## config.mk

```make
export PLATFORM = sky130hd
export DESIGN_NAME = pc_sequencer
export DESIGN_NICKNAME = d
export VERILOG_FILES = /design/src/rtl/pc_pkg.sv /design/src/rtl/pc_bubble_timer.sv /design/src/rtl/pc_sequencer.sv
export SDC_FILE = /design/constraint.sdc
export NUM_CORES = 1
export LEC_CHECK = 0
export BUFFER_PORTS_ARGS = -buffer_cell sky130_fd_sc_hd__buf_2
export CORE_MARGIN = 4
export CORE_UTILIZATION = 50
export DETAILED_ROUTE_END_ITERATION = 12
export GPL_TIMING_DRIVEN = 0
export MAX_ROUTING_LAYER = met4
export PLACE_DENSITY = 0.75
export REMOVE_ABC_BUFFERS = 1
export SLEW_MARGIN = 20
export SYNTH_ARGS = -nofsm -noshare
export SYNTH_HDL_FRONTEND = slang
export SYNTH_SLANG_ARGS = --single-unit
```

## constraint.sdc

```tcl
create_clock -name in_clk -period 1.9 [get_ports in_clk]
set_input_delay 0.475 -clock in_clk [delete_from_list [all_inputs] [get_ports in_clk]]
set_output_delay 0.475 -clock in_clk [all_outputs]
set_load 0.01 [all_outputs]
```

## src/rtl/pc_pkg.sv

```systemverilog
// pc_pkg: shared definitions for the program-counter sequencer.
//   - pc_state_e : FSM state encoding (BOOT / RUN / REDIRECT)
//   - PC_ADDR_W, PC_RESET_PC, PC_BUBBLES : default configuration shared with
//     PCControl and the fetch stage
//   - PC_BUB_W : width of the redirect bubble counter (BUBBLES is 1..15)
package pc_pkg;

  typedef enum logic [1:0] {
    ST_BOOT     = 2'd0,
    ST_RUN      = 2'd1,
    ST_REDIRECT = 2'd2
  } pc_state_e;

  localparam int unsigned PC_ADDR_W   = 8;
  localparam int unsigned PC_RESET_PC = 0;
  localparam int unsigned PC_BUBBLES  = 2;
  localparam int unsigned PC_BUB_W    = 4;

endpackage

```

## src/rtl/pc_bubble_timer.sv

```systemverilog
// pc_bubble_timer: loadable down-counter timing the post-redirect window.
// Ports:
//   clk, rst_n : clock, async active-low reset
//   load       : load load_val (has priority over dec)
//   load_val   : reload value
//   dec        : decrement by one this cycle
//   value      : current count
//   done       : value == 0
module pc_bubble_timer
  import pc_pkg::*;
#(
  parameter int unsigned CNT_W = PC_BUB_W
) (
  input  logic             clk,
  input  logic             rst_n,
  input  logic             load,
  input  logic [CNT_W-1:0] load_val,
  input  logic             dec,
  output logic [CNT_W-1:0] value,
  output logic             done
);

  always_ff @(posedge clk or negedge rst_n) begin
    if (!rst_n)    value <= '0;
    else if (load) value <= load_val;
    else if (dec)  value <= value - 1'b1;
  end

  assign done = (value == '0);

endmodule

```

## src/rtl/pc_sequencer.sv

```systemverilog
// pc_sequencer: program-counter stage fed by PCControl.
// Holds the architectural PC, issues instruction fetches, applies stalls and
// redirects, and opens a bubble window after each redirect during which the
// fetch address is marked invalid.
// Ports:
//   in_clk, in_rst_n : clock, async active-low reset
//   in_pc_sel        : 1 = load in_target (ignored in BOOT)
//   in_target        : branch/jump target
//   in_stall         : hold PC (redirect still wins)
//   in_imem_ready    : imem accepted the current request -> advance
//   out_pc           : current fetch address
//   out_imem_req     : fetch request (state != BOOT)
//   out_pc_valid     : fetch is not squashed (state == RUN)
//   out_flush        : one-cycle squash pulse on each accepted redirect
//   out_redirect_cnt : saturating count of accepted redirects, present only
//                      when PC_SEQUENCER_REDIRECT_COUNT_EN is defined
module pc_sequencer
  import pc_pkg::*;
#(
  parameter int unsigned ADDR_W   = PC_ADDR_W,
  parameter int unsigned RESET_PC = PC_RESET_PC,
  parameter int unsigned PC_INC   = 1,
  parameter int unsigned BUBBLES  = PC_BUBBLES
) (
  input  logic              in_clk,
  input  logic              in_rst_n,
  input  logic              in_pc_sel,
  input  logic [ADDR_W-1:0] in_target,
  input  logic              in_stall,
  input  logic              in_imem_ready,
  output logic [ADDR_W-1:0] out_pc,
  output logic              out_imem_req,
  output logic              out_pc_valid,
`ifdef PC_SEQUENCER_REDIRECT_COUNT_EN
  output logic [15:0]       out_redirect_cnt,
`endif
  output logic              out_flush
);

  pc_state_e           state;
  logic [ADDR_W-1:0]   pc;
  logic                flush;
  logic                redirect;
  logic [PC_BUB_W-1:0] tmr_value;
  logic                tmr_done;

  // A redirect is only honoured once the sequencer has left BOOT.
  assign redirect = in_pc_sel && (state != ST_BOOT);

  // Counter is reloaded with BUBBLES-1 so that, counting the load cycle's
  // successor, REDIRECT lasts exactly BUBBLES cycles. Decrement stops at zero.
  pc_bubble_timer #(.CNT_W(PC_BUB_W)) u_timer (
    .clk      (in_clk),
    .rst_n    (in_rst_n),
    .load     (redirect),
    .load_val (PC_BUB_W'(BUBBLES - 1)),
    .dec      ((state == ST_REDIRECT) && (tmr_value != '0)),
    .value    (tmr_value),
    .done     (tmr_done)
  );

  always_ff @(posedge in_clk or negedge in_rst_n) begin
    if (!in_rst_n) begin
      state <= ST_BOOT;
      pc    <= ADDR_W'(RESET_PC);
      flush <= 1'b0;
    end else begin
      flush <= redirect;
      case (state)
        ST_BOOT: state <= ST_RUN;
        ST_RUN: begin
          if (in_pc_sel) begin
            pc    <= in_target;
            state <= ST_REDIRECT;
          end else if (!in_stall && in_imem_ready) begin
            pc <= pc + ADDR_W'(PC_INC);  // wraps modulo 2^ADDR_W
          end
        end
        ST_REDIRECT: begin
          // Newest target wins; the timer reload restarts the window.
          if (in_pc_sel)     pc    <= in_target;
          else if (tmr_done) state <= ST_RUN;
        end
        default: state <= ST_BOOT;
      endcase
    end
  end

`ifdef PC_SEQUENCER_REDIRECT_COUNT_EN
  logic [15:0] redirect_cnt;
  always_ff @(posedge in_clk or negedge in_rst_n) begin
    if (!in_rst_n)                             redirect_cnt <= '0;
    else if (redirect && redirect_cnt != '1)   redirect_cnt <= redirect_cnt + 16'd1;
  end
  assign out_redirect_cnt = redirect_cnt;
`endif

  assign out_pc       = pc;
  assign out_imem_req = (state != ST_BOOT);
  assign out_pc_valid = (state == ST_RUN);
  assign out_flush    = flush;

endmodule

```

==> reports/qor.json, run 1 <==
{
  "critical_path.reg2reg.startpoint": {"value": "state[1]"},
  "instances_no_fill": {"value": 139},
  "finalWorstSetupSlack": {"value": 172, "unit": "ps"},
  "port_buffer_count": {"value": 23},
  "worst_ir_drop_vdd": {"value": 0.937, "unit": "mV"},
  "grt_pass1_wl": {"value": 3060, "unit": "µm"},
  "cpLargestDelayFamily": {"value": "compound AO/OA/AOI/OAI gates"},
  "cp_num_buf_inv": {"value": 0},
  "globalRoute.busiestLayer": {"value": "met2"},
  "number_of_fillers_in_the_final_layout": {"value": 141},
  "postSynthRegisterBits": {"value": 15},
  "number_of_antenna_violations_at_the_first_check_in_global_routing": {"value": 0},
  "grt_start_max_net_pins": {"value": 16},
  "place_ws": {"value": -42.4, "unit": "ps"},
  "cts_repair_resize_count": {"value": 0},
  "cpMaxStageDelayCell": {"value": "dfrtp_1"},
  "antenna_left": {"value": 0},
  "grt_remaining_overflow": {"value": 0},
  "cts.clk_slew.worst_paths": {"value": 100, "unit": "ps"},
  "postSynthAreaPerCell": {"value": 9.58, "unit": "µm²"},
  "maxCapViolCount": {"value": 0},
  "post_synth_inst_count": {"value": 93},
  "post-route-drc-count": {"value": 0},
  "maxClockFrequency": {"value": 579, "unit": "MHz"},
  "grt_pass1_vias": {"value": 674},
  "critPathCaptureType": {"value": "flop"},
  "synth.yosys.seq_area_share": {"value": 0.421},
  "cts_max_path_buffers": {"value": 2},
  "post-route-period-util": {"value": 0.910},
  "nets": {"value": 132},
  "drt_pre_antenna_iters": {"value": 4},
  "die_h": {"value": 50.2, "unit": "µm"},
  "mostFrequentLayoutCell": {"value": "buf_2"},
  "grtUsageMet2": {"value": 0.230},
  "start_util": {"value": 0.559},
  "fp.dieW": {"value": 50.2, "unit": "µm"},
  "final_period_minus_worst_setup_slack": {"value": 1730, "unit": "ps"},
  "route.detailed.vias_per_inst": {"value": 5.58},
  "ff_latch_area": {"value": 375, "unit": "µm²"},
  "hold_viol_final": {"value": 0},
  "arrival": {"value": 1900, "unit": "ps"},
  "multiInputGateArea": {"value": 475, "unit": "µm²"},
  "place_congestion": {"value": 0.824},
  "numClockSinks": {"value": 15},
  "synth_largest_area_cell": {"value": "dfrtp_1"},
  "setup_repair_after_global_routing_missed_its_margin": {"value": "false"},
  "netlist_top_cells_area": {"value": "dfrtp_1 42%, a2bb2oi_1 4.9%, ha_1 4.2%"},
  "power": {"value": 1.58, "unit": "mW"},
  "insertion_delay_to_the_later_sink_of_the_worst_skew_pair": {"value": 290, "unit": "ps"},
  "maxSlewHeadroom": {"value": 0.514},
  "total_leakage_power": {"value": 0.485, "unit": "nW"},
  "cp_max_fo": {"value": 11},
  "max_stage_delay": {"value": 430, "unit": "ps"},
  "syn_to_final_growth": {"value": 16.0, "unit": "%"},
  "routed_wl": {"value": 1850, "unit": "µm"},
  "status": {"value": "complete, no violations"},
  "critPathRequiredTime": {"value": 2070, "unit": "ps"},
  "count_of_endpoints_failing_setup_in_the_final_report": {"value": 0},
  "placement_rows": {"value": 14},
  "cts_post_setup_buffers_inserted": {"value": 0},
  "clock-root-buffer": {"value": "clkbuf_4"},
  "numPlacedInstances": {"value": 135},
  "level_count_of_the_clock_h_tree": {"value": 1},
  "placement.cell_area": {"value": 0.00101, "unit": "mm²"},
  "worstSetupPathType": {"value": "reg2reg"},
  "yosysTopAreaCellShare": {"value": 0.421},
  "worstSetupStartpoint": {"value": "state[1]"},
  "share_of_cells_above_drive_strength_1": {"value": 0.278},
  "cts_inserted_buffers": {"value": 3},
  "synth.yosys.warnings": {"value": 0},
  "number_of_unique_standard_cell_types_used_by_synthesis": {"value": 39},
  "cts_tree": {"value": "yes"},
  "area_enclosed_by_the_die_boundary": {"value": 0.00252, "unit": "mm²"},
  "cp-start-kind": {"value": "flop"},
  "layout_common_cells": {"value": "23 x buf_2, 15 x dfrtp_1, 8 x nand2_1"},
  "num_antenna_cells": {"value": 0},
  "detailedRoute.firstIterationViolations": {"value": 24},
  "place.detailed.hpwl": {"value": 1320, "unit": "µm"},
  "vias": {"value": 775},
  "timing.final.max_slew_violations": {"value": 0},
  "area_of_the_core": {"value": 0.00159, "unit": "mm²"},
  "detail_route.wl_per_cell": {"value": 13.3, "unit": "µm"},
  "globalRouteTotalUtil": {"value": 0.163},
  "synth.cell_area": {"value": 891, "unit": "µm²"},
  "grtUsageMet1": {"value": 0.225},
  "use_met3": {"value": 0.0414},
  "power.density": {"value": 1530, "unit": "mW/mm²"},
  "layout.cell_area.non_filler": {"value": 0.00103, "unit": "mm²"},
  "worst_hold_path_type": {"value": "in2async"},
  "floorplan.io_pins": {"value": 24},
  "worst_slew_pin_slew": {"value": 724, "unit": "ps"},
  "finalClockSkew": {"value": 6.65, "unit": "ps"},
  "path_cells": {"value": "and2b_1, o21ai_1, nand2_1, a311o_1"},
  "holdBufCountCts": {"value": 0}
}
layer usage:
layer | part of all wire | vias up
li1 | - | 386
met1 | 0.49 | 349
met2 | 0.42 | 36
met3 | 0.073 | 4
met4 | 0.013 | 0
met5 | 0 | -
where the power goes:
part           total, mW  switching [mW]  internal (mW)
Clock              0.189           0.108         0.0815
Combinational      0.788           0.417          0.372
Sequential         0.607           0.143          0.464
Total               1.58           0.668          0.917
metrics by stage:
stage	hold slack, ps	utilization	setup TNS, ps
floorplan	179	-	0
global placement	400	0.632	-36.6
detailed placement	403	0.632	-42.4
CTS	88.5	0.648	0
global route	91.6	0.648	0
finish	72.1	0.648	0
cell usage after synthesis:
cell       count
inv_1          3
nand2b_1       1
a22o_1         3
and3_1         2
ha_1           3
mux2_1         1
and4_1         1
or3b_2         1
nor2b_2        1
nor2_2         1
mux2i_1        1
and2_1         1
clkbuf_1       1
a22oi_1        3
o22ai_1        1
o31a_1         1
nor2_1         4
or2_2          2
nand3b_2       1
and2_0         1
nand3_1        5
or2_1          1
a21oi_1        3
buf_4          2
dfrtp_1       15
o22a_1         3
xor2_1         2
nand2_1        8
nor3_1         3
xnor2_1        1
nor2b_1        1
o31ai_1        1
o21ai_1        1
nor4_1         1
o21ai_0        4
buf_2          2
a311o_1        1
and2b_1        1
a2bb2oi_1      5
final timing paths:
check	to	slack, ps	cells after the start
min in group in_clk	out_pc[0]	430	2
max in group asynchronous	state[1]	1570	1
hold / removal	out_pc[6]	70	1
setup reg to reg	out_pc[0]	170	4
hold reg to reg	out_pc[6]	520	1
setup / recovery	out_pc[0]	170	4
registers in the layout (all words and copies together) (netlist names):
name	flops
out_flush	1
out_pc	8
state	2
u_timer.value	4
cell type report:
cell class / instances / share of cell area
well taps: 24 / 0.0291
multi-input cells: 70 / 0.460
flip-flops and latches: 15 / 0.363
repair buffers: 23 / 0.111
inverters: 3 / 0.0109
clock buffers: 4 / 0.0254
cells by family after synthesis:
| group | count (synthesis) | synth area share |
|---|---|---|
| AOI/OAI and AO/OA | 26 | 0.215 |
| adders and majority gates | 3 | 0.0421 |
| muxes | 2 | 0.0239 |
| buffers and inverters | 8 | 0.0449 |
| DFF | 15 | 0.421 |
| and+or+nand+nor | 36 | 0.223 |
| xor gates and xnor gates | 3 | 0.0295 |
(Power assumes the default switching activity.)
==> run 2: changes to the inputs <==
--- a/config.mk
+++ b/config.mk
@@ -12,6 +12,7 @@
 export GPL_TIMING_DRIVEN = 0
 export MAX_ROUTING_LAYER = met4
 export PLACE_DENSITY = 0.75
+export RECOVER_POWER = 100
 export REMOVE_ABC_BUFFERS = 1
 export SLEW_MARGIN = 20
 export SYNTH_ARGS = -nofsm -noshare
==> run 2 against run 1 <==
  * Global-route usage unchanged
  * Count of clock-buffer cells in the layout unchanged
  * Worst hold slack improved by 170 ps
  * Die area unchanged
  * Clock power about the same
  * Utilization decreased by 0.94 points
  * Worst setup slack got worse by 1.9 ps
  * Non-clock buffer count unchanged
  * Sequential power increased by 0.7%
  * Design area decreased by 1.5%
  * Critical path depth unchanged
  * Via count decreased by 0.52%
==> reports/qor.json, run 2 (synthesized netlist as in run 1, its figures left out) <==
{
  "status": {"value": "complete, no violations"},
  "place_ws": {"value": -42.4, "unit": "ps", "change": "unchanged"},
  "vias": {"value": 771, "change": "-0.52%"},
  "cp_max_fo": {"value": 11, "change": "unchanged"},
  "start_util": {"value": 0.559, "change": "unchanged"},
  "timing.final.max_slew_violations": {"value": 0, "change": "unchanged"},
  "detail_route.wl_per_cell": {"value": 13.3, "unit": "µm", "change": "-0.27%"},
  "finalClockSkew": {"value": 4.99, "unit": "ps", "change": "-1.66 ps"},
  "holdBufCountCts": {"value": 0, "change": "unchanged"},
  "post-route-drc-count": {"value": 0, "change": "unchanged"},
  "cts_tree": {"value": "yes"},
  "drt_pre_antenna_iters": {"value": 4, "change": "unchanged"},
  "worst_hold_path_type": {"value": "in2async"},
  "share_of_cells_above_drive_strength_1": {"value": 0.174, "change": "-0.104"},
  "numPlacedInstances": {"value": 135, "change": "unchanged"},
  "arrival": {"value": 1900, "unit": "ps", "change": "about the same"},
  "nets": {"value": 132, "change": "unchanged"},
  "critPathRequiredTime": {"value": 2070, "unit": "ps", "change": "about the same"},
  "place.detailed.hpwl": {"value": 1320, "unit": "µm", "change": "unchanged"},
  "power": {"value": 1.56, "unit": "mW", "change": "-1.7%"},
  "critPathCaptureType": {"value": "flop"},
  "worstSetupPathType": {"value": "reg2reg"},
  "setup_repair_after_global_routing_missed_its_margin": {"value": "false"},
  "finalCoreUtilization": {"value": 0.639, "change": "-0.00942"},
  "level_count_of_the_clock_h_tree": {"value": 1, "change": "unchanged"},
  "placement.cell_area": {"value": 0.00101, "unit": "mm²", "change": "unchanged"},
  "fp.dieW": {"value": 50.2, "unit": "µm", "change": "unchanged"},
  "layout.cell_area.non_filler": {"value": 0.00102, "unit": "mm²", "change": "-1.5%"},
  "cts.clk_slew.worst_paths": {"value": 100, "unit": "ps", "change": "about the same"},
  "grt_pass1_vias": {"value": 674, "change": "unchanged"},
  "grt_remaining_overflow": {"value": 0, "change": "unchanged"},
  "number_of_antenna_violations_at_the_first_check_in_global_routing": {"value": 0, "change": "unchanged"},
  "timing.hold.ws": {"value": 239, "unit": "ps", "change": "+167 ps"},
  "cp-start-kind": {"value": "flop"},
  "routed_wl": {"value": 1850, "unit": "µm", "change": "-0.27%"},
  "insertion_delay_to_the_later_sink_of_the_worst_skew_pair": {"value": 280, "unit": "ps", "change": "about the same"},
  "worst_ir_drop_vdd": {"value": 0.932, "unit": "mV", "change": "-0.52%"},
  "antenna_left": {"value": 0, "change": "unchanged"},
  "area_of_the_core": {"value": 0.00159, "unit": "mm²", "change": "unchanged"},
  "num_antenna_cells": {"value": 0, "change": "unchanged"},
  "grt_pass1_wl": {"value": 3060, "unit": "µm", "change": "unchanged"},
  "clock-root-buffer": {"value": "clkbuf_4"},
  "numClockSinks": {"value": 15, "change": "unchanged"},
  "syn_to_final_growth": {"value": 14.3, "unit": "%"},
  "grt_start_max_net_pins": {"value": 16, "change": "unchanged"},
  "instances_no_fill": {"value": 139, "change": "unchanged"},
  "largest_reg_flops": {"value": 8, "change": "unchanged"},
  "power.density": {"value": 1530, "unit": "mW/mm²", "change": "-0.29%"},
  "cts_max_path_buffers": {"value": 2, "change": "unchanged"},
  "globalRouteTotalUtil": {"value": 0.163, "change": "unchanged"},
  "die_h": {"value": 50.2, "unit": "µm", "change": "unchanged"},
  "maxCapViolCount": {"value": 0, "change": "unchanged"},
  "mostFrequentLayoutCell": {"value": "dfrtp_1"},
  "port_buffer_count": {"value": 23, "change": "unchanged"},
  "route.detailed.vias_per_inst": {"value": 5.55, "change": "-0.52%"},
  "cts_post_setup_buffers_inserted": {"value": 0, "change": "unchanged"},
  "hold_viol_final": {"value": 0, "change": "unchanged"},
  "finalWorstSetupSlack": {"value": 170, "unit": "ps", "change": "-1.92 ps"},
  "maxClockFrequency": {"value": 578, "unit": "MHz", "change": "-0.11%"},
  "maxSlewHeadroom": {"value": 0.471, "change": "-0.0434"},
  "area_enclosed_by_the_die_boundary": {"value": 0.00252, "unit": "mm²", "change": "unchanged"},
  "placement_rows": {"value": 14, "change": "unchanged"},
  "detailedRoute.firstIterationViolations": {"value": 10, "change": "-58%"},
  "total_negative_slack": {"value": 0, "unit": "ps", "change": "unchanged"},
  "post-route-period-util": {"value": 0.911, "change": "+0.00101"},
  "cts_repair_resize_count": {"value": 0, "change": "unchanged"},
  "layout_common_cells": {"value": "15 x dfrtp_1, 13 x clkbuf_1, 11 x buf_2"},
  "place_congestion": {"value": 0.824, "change": "unchanged"},
  "worst_slew_pin_slew": {"value": 794, "unit": "ps", "change": "+69.9 ps"},
  "total_leakage_power": {"value": 0.451, "unit": "nW", "change": "-7.1%"},
  "final_period_minus_worst_setup_slack": {"value": 1730, "unit": "ps", "change": "+1.92 ps"},
  "count_of_endpoints_failing_setup_in_the_final_report": {"value": 0, "change": "unchanged"},
  "floorplan.io_pins": {"value": 24, "change": "unchanged"},
  "cts_inserted_buffers": {"value": 3, "change": "unchanged"}
}
-- run 2: cell types whose count changed in the layout (fill, tap and decap cells not counted), sizes merged --
cell	before	now
buf	23	11
clkbuf	4	16
-- run 2: critical path, stage by stage (launching register included) --
cell     delay, ps
dfrtp_1        420
and2b_1        220
o21ai_1        390
nand2_1        220
a311o_1        360
-- run 2: layout make-up --
type | count | area, µm²
Fill cell | 143 | 576
Multi-Input combinational cell | 70 | 475
Tap cell | 24 | 30.0
Timing Repair Buffer | 23 | 100
Clock buffer | 4 | 26.3
Sequential cell | 15 | 375
Inverter | 3 | 11.3
-- run 2: path summary, 6_finish.rpt --
| path | start | slack (ps) | cells after the start | to |
|---|---|---|---|---|
| max | state[1] | 170 | 4 | out_pc[0] |
| min | in_rst_n | 240 | 1 | out_pc[6] |
| max reg2reg | state[1] | 170 | 4 | out_pc[0] |
| min reg2reg | out_pc[6] | 520 | 1 | out_pc[6] |
| max in group asynchronous | in_rst_n | 1170 | 1 | state[1] |
| min in group in_clk | in_target[0] | 430 | 2 | out_pc[0] |
-- run 2: power by group --
group	switching, mW	total, mW	internal, mW
Sequential	0.147	0.611	0.464
Clock	0.106	0.188	0.0815
Combinational	0.419	0.758	0.340
-- run 2: routing by layer --
layer,wire (µm),track usage,up-vias,part of all wire
met5,0,-,-,0
met4,17,0.0553,0,0.0092
met3,137,0.0414,2,0.074
met2,786,0.230,40,0.43
met1,906,0.225,343,0.49
li1,-,-,386,-
